**src/rtl/cla_seq_pkg.sv**
```systemverilog
// Shared types and constants for the nibble-serial CLA adder.
package cla_seq_pkg;

  localparam int unsigned NIBBLE_W = 4;

  typedef enum logic [1:0] {
    IDLE,
    RUN,
    DONE
  } state_t;

endpackage

```
**src/rtl/cla_seq_adder_cla4.sv**
```systemverilog
// 4-bit carry look-ahead adder; all carries derived directly from generate/propagate terms.
module cla_seq_adder_cla4 (
  input  logic [3:0] A,
  input  logic [3:0] B,
  input  logic       cin,
  output logic [3:0] S,
  output logic       cout
);

  logic [3:0] g;
  logic [3:0] p;
  logic [4:0] c;

  assign g = A & B;
  assign p = A ^ B;

  assign c[0] = cin;
  assign c[1] = g[0] | (p[0] & cin);
  assign c[2] = g[1] | (p[1] & g[0]) | (p[1] & p[0] & cin);
  assign c[3] = g[2] | (p[2] & g[1]) | (p[2] & p[1] & g[0])
              | (p[2] & p[1] & p[0] & cin);
  assign c[4] = g[3] | (p[3] & g[2]) | (p[3] & p[2] & g[1])
              | (p[3] & p[2] & p[1] & g[0]) | (p[3] & p[2] & p[1] & p[0] & cin);

  assign S    = p ^ c[3:0];
  assign cout = c[4];

endmodule

```
**src/rtl/cla_seq_adder.sv**
```systemverilog
// Multi-cycle WIDTH-bit adder reusing one 4-bit CLA, one nibble per cycle, valid/ready on both sides.
// Define CLA_SEQ_SUB_EN to add the op_sub port (a - b via inverted b and carry-in of 1).
module cla_seq_adder
  import cla_seq_pkg::*;
#(
  parameter int WIDTH = 16
) (
  input  logic             clk,
  input  logic             rst,
  input  logic             in_valid,
  output logic             in_ready,
  input  logic [WIDTH-1:0] a,
  input  logic [WIDTH-1:0] b,
  input  logic             cin,
`ifdef CLA_SEQ_SUB_EN
  input  logic             op_sub,
`endif
  output logic             out_valid,
  input  logic             out_ready,
  output logic [WIDTH-1:0] sum,
  output logic             cout
);

  localparam int NIB   = WIDTH / NIBBLE_W;
  localparam int IDX_W = (NIB > 1) ? $clog2(NIB) : 1;

  state_t state, state_next;

  logic [NIB-1:0][NIBBLE_W-1:0] a_r;
  logic [NIB-1:0][NIBBLE_W-1:0] b_r;
  logic [NIB-1:0][NIBBLE_W-1:0] sum_r;
  logic                         carry_r;
  logic                         cout_r;
  logic [IDX_W-1:0]             idx;
  logic                         last;

  logic [WIDTH-1:0]    b_eff;
  logic                cin_eff;
  logic [NIBBLE_W-1:0] cla_s;
  logic                cla_co;

`ifdef CLA_SEQ_SUB_EN
  assign b_eff   = op_sub ? ~b : b;
  assign cin_eff = op_sub | cin;
`else
  assign b_eff   = b;
  assign cin_eff = cin;
`endif

  assign last = (idx == IDX_W'(NIB - 1));

  cla_seq_adder_cla4 u_cla (
    .A    (a_r[idx]),
    .B    (b_r[idx]),
    .cin  (carry_r),
    .S    (cla_s),
    .cout (cla_co)
  );

  always_ff @(posedge clk or posedge rst) begin
    if (rst) state <= IDLE;
    else     state <= state_next;
  end

  always_comb begin
    state_next = state;
    in_ready   = 1'b0;
    out_valid  = 1'b0;
    case (state)
      IDLE: begin
        in_ready = 1'b1;
        if (in_valid) state_next = RUN;
      end
      RUN: begin
        if (last) state_next = DONE;
      end
      DONE: begin
        out_valid = 1'b1;
        if (out_ready) state_next = IDLE;
      end
      default: state_next = IDLE;
    endcase
  end

  // Carry chains nibble-to-nibble through carry_r; cout_r only updates on the final nibble.
  always_ff @(posedge clk or posedge rst) begin
    if (rst) begin
      a_r     <= '0;
      b_r     <= '0;
      sum_r   <= '0;
      carry_r <= 1'b0;
      cout_r  <= 1'b0;
      idx     <= '0;
    end else begin
      case (state)
        IDLE: begin
          if (in_valid) begin
            a_r     <= a;
            b_r     <= b_eff;
            carry_r <= cin_eff;
            idx     <= '0;
          end
        end
        RUN: begin
          sum_r[idx] <= cla_s;
          carry_r    <= cla_co;
          if (last) begin
            cout_r <= cla_co;
            idx    <= '0;
          end else begin
            idx <= idx + IDX_W'(1);
          end
        end
        default: ;
      endcase
    end
  end

  assign sum  = sum_r;
  assign cout = cout_r;

endmodule
```
**config.mk**
```make
export PLATFORM = sky130hd
export DESIGN_NAME = cla_seq_adder
export DESIGN_NICKNAME = d
export VERILOG_FILES = /design/src/rtl/cla_seq_pkg.sv /design/src/rtl/cla_seq_adder_cla4.sv /design/src/rtl/cla_seq_adder.sv
export SDC_FILE = /design/constraint.sdc
export NUM_CORES = 1
export LEC_CHECK = 0
export CAP_MARGIN = 20
export CORE_MARGIN = 5
export CORE_UTILIZATION = 45
export DETAILED_ROUTE_END_ITERATION = 8
export GPL_TIMING_DRIVEN = 0
export PLACE_DENSITY_LB_ADDON = 0.12
export SYNTH_ARGS = -nofsm -noshare
export SYNTH_HDL_FRONTEND = slang
export SYNTH_SLANG_ARGS = --single-unit
export TNS_END_PERCENT = 5
```
**constraint.sdc**
```tcl
create_clock -name clk -period 2.4 [get_ports clk]
set_input_delay 0.36 -clock clk [delete_from_list [all_inputs] [get_ports clk]]
set_output_delay 0.36 -clock clk [all_outputs]
set_load 0.03 [all_outputs]
```
==> results by group, run 1 <==
Outcome
  • Status: finished, final reports clean

GRT
  • Met2 Use GR: approximately a quarter
  • Largest net degree at the start of global routing: 35
  • Busiest grt layer: met2
  • Global-route wire length before repair: 8400 um
  • Grt ovf: 0
  • Vias in the first global route: 1706
  • GRT Total Usage: 14.5%
  • Initial antenna violation count: 0
  • M3 GR Usage: 4.23%
  • M1 GR Usage: 18.5%

Clock tree
  • Inserted Clock Buffers: 5
  • Clk root buf: clkbuf_8
  • Htree depth: 2
  • Clock slew at reported path FFs: 0.10 ns
  • Sink Count: 54
  • CTS max path bufs: 2
  • Latest clock arrival within the worst-skew pair: 0.31 ns
  • TritonCTS clock tree: yes

Yosys
  • Share of synthesized registers carrying an async set or reset: 100%
  • Post-synth top cells: 54 x dfrtp_1, 30 x mux2_4, 21 x nand2_1, 19 x o21ai_0
  • Post-synth EDFFs: 0
  • Post-synth cell types: 29
  • Post-Syn Instances: 180
  • Top cells by area, synth: dfrtp_1 52%, mux2_4 17%, mux4_2 7.0%, ha_1 3.9%, o21ai_0 3.7%
  • Post-synthesis cell area: 2590 um^2
  • Post-synth top area share: 52.2%
  • Top-count cell post-synth: dfrtp_1
  • Yosys warnings: 0
  • Cell taking the most area after synthesis: dfrtp_1
  • Mean post-synth cell area: 14.4 um^2
  • Seq/Total Area, Yosys: 52.2%
  • FF+latch count, synth: 54
  • Synth Flop Type: dfrtp_1
  • Syn_nets: 226

Setup path
  • FF-to-FF path depth: 7
  • Critical Path RT: between 2 and 3 ns
  • Max FO, Critical Path: 4
  • Reg-to-reg endpoint: sum[7]
  • Reg-to-reg startpoint: idx[0]
  • Crit end category: flip-flop
  • Classification of the worst setup path: reg -> reg
  • Reg2reg setup slack: 0.05 ns
  • CP Launch Type: flip-flop
  • WP data arrival: 2.55 ns

STA
  • Setup TNS: 0 ns
  • Final Hold Viols: 0
  • Endpoints failing setup: 0
  • Final Skew: 0.0128 ns
  • Hold slack: 0.369 ns
  • Final slew viol count: 0
  • Final min period: roughly 2.4 ns
  • Slew margin rel.: a little over two thirds
  • Post-route setup slack: just under 0.05 ns
  • RSZ-0062 raised after global routing: yes
  • Worst Tran Pin Value: 0.451 ns
  • Fin crit share: 98.0%
  • Fmax achieved: 0.425 GHz

Placed design
  • Port Buffers: 55
  • Dpl cells: around 300
  • DP Area: 3250 um^2
  • Routability-driven placement congestion ratio: about 0.7
  • Detailed Place HPWL: 3520 um
  • DP Worst Slack: -0.471 ns

Die
  • Starting Density: 46.7%
  • Core area: 5540 um^2
  • FP Rows: 27
  • I/O pin count: 56
  • DIE HEIGHT: 85.8 um
  • Die W: 85.8 um
  • DIE AREA: 7370 um^2

Pwr
  • LEAKAGE: about 1.5 nW
  • Total power: 5.53 mW
  • Logic pwr share: 61.1%
  • Clk pwr share: a little under a tenth
  • Pwr Density: 1600 nW/um^2
  • Sw Ratio: about two fifths
  • Maximum vdd drop: just under 0.7 mV
  • Internal Pwr Total: ~3.4 mW
  • Net Sw Power: 2.17 mW
  • Flop pwr share: 29.7%

Drt
  • Via density: 4.89
  • First-pass detailed-route iteration total: 4
  • DR iter-0 viols: 77
  • Antenna-violating nets left: 0
  • Via count: approximately 1600
  • Routed WL per cell: 15.0 um
  • DRT Wirelength: 4830 um
  • Remaining DRCs: 0

Layout
  • Fin cells: 322
  • Layout cells sized above 1: just under 30%
  • Diode count: 0
  • Cell area after layout: 3460 um^2
  • Fin nets: 295
  • Syn-to-layout area delta: 33.5%
  • Core Util, Final: 62.4%

Flow run
  • Max Cap Viol: 0

Worst hold path
  • HP Class: in -> async
power by group through the flow:
stage / Clock, mW / Sequential, mW / Combinational (mW)
global placement: 0 / 1.65 / 2.92
CTS: 0.527 / 1.65 / 3.23
floorplan: 0 / 1.84 / 1.89
detailed placement: 0 / 1.66 / 2.98
global route: 0.564 / 1.72 / 3.67
finish: 0.512 / 1.64 / 3.38
cells by family after synthesis:
group | share of synthesized area, %
DFF | 52.2
muxes | 25.2
and+or+nand+nor | 5.27
AOI/OAI and AO/OA | 6.77
buffers and inverters | 4.88
adders and majority gates | 4.64
xor gates and xnor gates | 1.02
placed cells by master (no fill, tap or decap), types with 2 or more instances in the layout:
cell type / count
o21ai_0: 15
a22o_1: 2
nor2b_1: 3
buf_12: 5
o21ai_1: 4
mux2_2: 2
nand2b_1: 2
mux2_4: 30
buf_6: 3
clkdlybuf4s50_1: 55
nand2_1: 21
dfrtp_1: 53
mux4_2: 8
inv_1: 6
buf_4: 6
ha_4: 3
ha_1: 5
xor2_1: 2
clkbuf_8: 5
cell type report:
cell class	count	area (um^2)
fillers	447	2080
multi-input cells	111	1160
clock inverters	3	21.3
well taps	72	90.1
flip-flops and latches	54	1350
plain buffers	8	118
clock buffers	5	68.8
repair buffers	62	619
inverters	7	26.3
how the worst max path moves through the flow:
stage,from,end,slack [ns],cells after the start
after CTS,idx[0],sum[11],-0.003,7
after global routing,idx[0],sum[7],-0.04,7
after detailed placement,idx[0],sum[7],-0.47,7
final,idx[0],sum[7],0.05,7
after global placement,idx[0],sum[11],-0.37,7
after floorplan,idx[0],sum[11],0.02,7
per-layer routing:
layer / wire length (um) / vias up / share of wire [%]
li1: - / 762 / -
met1: 2180 / 769 / 45
met2: 2310 / 37 / 48
met3: 287 / 7 / 5.9
met4: 57 / 0 / 1.2
met5: 0 / - / 0
worst max-delay path, stage by stage, from the launching register on:
cell	delay (ns)
dfrtp_2	0.43
buf_6	0.12
mux4_2	0.54
ha_4	0.26
a211o_1	0.28
a21oi_2	0.21
xor2_2	0.28
o21ai_1	0.12
registers in the layout, summed over array words and instances (netlist names):
register	cells
a_r	16
b_r	16
sum	16
idx	2
state	2
carry_r	1
cout	1
what timing repair did:
action                     in CTS  in global routing
buffers inserted                5                  1
resized for setup               9                  7
setup endpoints to repair      10                  9
cloned                          0                  0
pin swaps                       3                  4
hold buffers                    0                  0
Power figures use the tool's default switching activity.
==> inputs of run 2 (changes only) <==
--- a/config.mk
+++ b/config.mk
@@ -13,5 +13,6 @@
 export PLACE_DENSITY_LB_ADDON = 0.12
 export SYNTH_ARGS = -nofsm -noshare
 export SYNTH_HDL_FRONTEND = slang
+export SYNTH_HIERARCHICAL = 1
 export SYNTH_SLANG_ARGS = --single-unit
 export TNS_END_PERCENT = 5
==> results by group, run 2 <==
Outcome
  • Status: finished, final reports clean

Pwr
  • Flop pwr share: 30.6% (+0.9 points)
  • Total power: 5.35 mW (-3.3%)
  • Sw Ratio: 37.6% (-1.6 points)
  • Pwr Density: 1600 nW/um^2 (+0.16%)
  • Internal Pwr Total: 3.34 mW (-0.67%)
  • Logic pwr share: 58.8% (-2.3 points)
  • Clk pwr share: 10.6% (+1.4 points)
  • Net Sw Power: 2.01 mW (-7.3%)
  • Maximum vdd drop: 0.675 mV (-1.6%)
  • LEAKAGE: 1.42 nW (-7.2%)

Layout
  • Cell area after layout: 3340 um^2 (-3.4%)
  • Core Util, Final: 61.4% (-1.0 points)
  • Syn-to-layout area delta: 34.0%
  • Most common cell after layout, fill and taps aside: clkdlybuf4s50_1
  • Commonest cells after routing, fill and taps aside: 55 x clkdlybuf4s50_1, 53 x dfrtp_1, 47 x mux2_2, 9 x inv_1
  • Fin nets: 275 (-6.8%)
  • Diode count: 0 (unchanged)
  • Layout cells sized above 1: 34.8% (+5.6 points)

Die
  • Starting Density: 45.8% (-0.92 points)
  • FP Rows: 27 (unchanged)
  • I/O pin count: 56 (unchanged)
  • Die W: 84.4 um (-1.7%)
  • Core area: 5440 um^2 (-1.8%)
  • DIE HEIGHT: 84.4 um (-1.7%)
  • DIE AREA: 7120 um^2 (-3.3%)

STA
  • Endpoints failing setup: 0 (unchanged)
  • Final min period: 2.33 ns (-0.0205 ns)
  • Final Hold Viols: 0 (unchanged)
  • Fin crit share: 97.1% (-0.86 points)
  • Slew margin rel.: 72.0% (+2.1 points)
  • Setup TNS: 0 ns (unchanged)
  • Worst Tran Pin Value: 0.420 ns (-0.0315 ns)
  • Final slew viol count: 0 (unchanged)
  • RSZ-0062 raised after global routing: yes
  • Fmax achieved: 0.429 GHz (+0.88%)
  • Final Skew: 0.00545 ns (-0.00736 ns)

Yosys
  • Post-synth top cells: 54 x dfrtp_1, 47 x mux2_2, 10 x inv_1, 8 x ha_1, 8 x mux4_2
  • Synth Flop Type: dfrtp_1
  • Mean post-synth cell area: 15.3 um^2 (+6.3%)
  • Fraction of the mapped netlist area in simple logic gates: 3.52% (-1.8 points)
  • Post-Synth Adder-Cell Area: 4.82% (+0.18 points)
  • Post-Synth XOR/XNOR Area: 1.05% (+0.040 points)
  • Post-synth cell types: 25 (-14%)
  • FF+latch count, synth: 54 (unchanged)
  • Largest family of logic cells by synthesized area: multiplexers
  • Top-count cell post-synth: dfrtp_1
  • Post-synth EDFFs: 0 (unchanged)
  • Post-Syn Instances: 163 (-9.4%)
  • Top cells by area, synth: dfrtp_1 54%, mux2_2 21%, mux4_2 7.2%, ha_1 4.0%, inv_1 1.5%
  • Share of synthesized registers carrying an async set or reset: 100% (unchanged)
  • Compound-Gate Fraction of Synth Area: 3.26% (-3.5 points)
  • Post-synth top area share: 54.2% (+2.0 points)
  • Multiplexer share of the synthesized area: 29.4% (+4.2 points)
  • Post-synthesis cell area: 2490 um^2 (-3.8%)
  • Seq/Total Area, Yosys: 54.2% (+2.0 points)
  • Syn_nets: 209 (-7.5%)
  • Cell taking the most area after synthesis: dfrtp_1
  • Yosys warnings: 6 (+6)

Drt
  • First-pass detailed-route iteration total: 4 (unchanged)
  • Top layer in use: met4
  • DR WL met2: 2650 um (+15%)
  • Via count: 1556 (-1.2%)
  • WL met3: 250 um (-13%)
  • Antenna-violating nets left: 0 (unchanged)
  • Routed WL per cell: 16.4 um (+9.4%)
  • DRT Wirelength: 4960 um (+2.7%)
  • Via density: 5.15 (+5.3%)
  • Remaining DRCs: 0 (unchanged)
  • DR iter-0 viols: 58 (-25%)
  • Met1 wire length: 1950 um (-10%)

Setup path
  • CP max stage cell: mux4_2
  • CP Launch Type: flip-flop
  • CP cell instances: buf_12, mux4_2, ha_1, a21o_1, a31o_1, a21o_1, mux2_2
  • Critical Path RT: 2.59 ns (about the same)
  • Max FO, Critical Path: 7 (+3)
  • Classification of the worst setup path: reg -> reg
  • Top Family by Delay on Critical Path: multiplexers
  • Crit end category: flip-flop
  • WP buf/inv: 1 (unchanged)
  • Crit-path most repeated cell: a21o_1
  • Reg-to-reg startpoint: idx[0]
  • Crit. Startpoint: idx[0]
  • Delay of the slowest critical-path stage: 0.54 ns (about the same)
  • WP data arrival: 2.52 ns (-0.03 ns)

Clock tree
  • Cts hold-fix bufs: 0 (unchanged)
  • Clock slew at reported path FFs: 0.09 ns (about the same)
  • TritonCTS clock tree: yes
  • Latest clock arrival within the worst-skew pair: 0.30 ns (about the same)
  • Sink Count: 54 (unchanged)
  • Clk root buf: clkbuf_8
  • Inserted Clock Buffers: 5 (unchanged)
  • Htree depth: 2 (unchanged)
  • CTS max path bufs: 2 (unchanged)

Flow run
  • Max Cap Viol: 0 (unchanged)

GRT
  • GRT Total Usage: 15.0% (+0.51 points)
  • Vias in the first global route: 1741 (+2.1%)
  • Initial antenna violation count: 0 (unchanged)
  • Global-route wire length before repair: 8380 um (-0.33%)
  • Grt ovf: 0 (unchanged)
  • Largest net degree at the start of global routing: 39 (+11%)

Placed design
  • Routability-driven placement congestion ratio: 0.753 (+7.5%)
  • Port Buffers: 55 (unchanged)
  • Detailed Place HPWL: 3790 um (+7.6%)
  • DP Area: 3150 um^2 (-2.9%)

Worst hold path
  • HP Class: in -> async
-- run 2: cell types whose count changed in the layout (fill, tap and decap cells not counted), moves of 4 or more --
| cell | change |
|---|---|
| mux2_2 | +45 |
| nand2_1 | -21 |
| o21ai_1 | -4 |
| o21ai_0 | -14 |
| mux2_4 | -30 |
| nand3b_1 | +4 |
-- run 2: cells by family after synthesis --
family,Yosys count
compound gates,11
xor+xnor,3
fa+ha+maj,9
buf+inv,17
flops,54
mux,57
simple gates,12
-- run 2: power by group through the flow --
stage	registers [mW]	clock network (mW)	logic, mW
after floorplan	1.88	0	1.88
after global placement	1.62	0	2.86
after detailed placement	1.67	0	2.95
after CTS	1.64	0.593	3.08
after global routing	1.69	0.632	3.44
final	1.63	0.568	3.15
-- run 2: metal layers --
layer  GRT usage (%)  vias to the layer above
li1                -                      717
met1            17.2                      781
met2            26.9                       47
met3            3.34                       11
met4            6.33                        0
met5               0                        -
-- run 2: worst reg2reg max path: cells and delay by family, from the launching register on --
kind                       cells  cell delay [ns]
muxes                          2             0.79
AOI/OAI and AO/OA              3             0.61
DFF                            1             0.40
adders and majority gates      1             0.29
buffers and inverters          1             0.14
-- run 2: area by class of cell --
cell class / count / area (um^2)
multi-input cells: 92 / 1080
plain buffers: 7 / 73.8
fillers: 422 / 2100
inverters: 10 / 37.5
clock buffers: 8 / 110
flip-flops and latches: 54 / 1350
repair buffers: 59 / 593
well taps: 72 / 90.1
-- run 2: final timing paths --
check                      cells past startpoint      end  slack, ns
max in group asynchronous                      3   idx[0]       1.52
hold reg to reg                                1  b_r[10]       0.50
hold / removal                                 2  a_r[11]       0.35
min in group clk                               1  b_r[10]       0.50
setup / recovery                               7     cout       0.07
setup reg to reg                               7     cout       0.07
-- run 2: per-stage QoR --
step                      setup WS (ns)  hold slack [ns]  cells
after floorplan                  0.0313            0.452    163
after global placement           -0.251            0.468    290
after detailed placement         -0.301            0.483    291
after CTS                       0.00440            0.352    302
after global routing            -0.0413            0.372    302
final                            0.0697            0.352    302
-- run 2: timing repair --
action | 4_1_cts | 5_1_grt
setup buffers | 3 | 0
endpoints found under the setup margin | 10 | 6
pin swaps | 0 | 1
gates resized for setup | 7 | 2
==> inputs of run 3 (changes only) <==
--- a/config.mk
+++ b/config.mk
@@ -5,7 +5,7 @@
 export SDC_FILE = /design/constraint.sdc
 export NUM_CORES = 1
 export LEC_CHECK = 0
-export CAP_MARGIN = 20
+export CAP_MARGIN = 10
 export CORE_MARGIN = 5
 export CORE_UTILIZATION = 45
 export DETAILED_ROUTE_END_ITERATION = 8
==> results of run 3 <==
Final layout, timing and power as in run 2 (identical DEF).
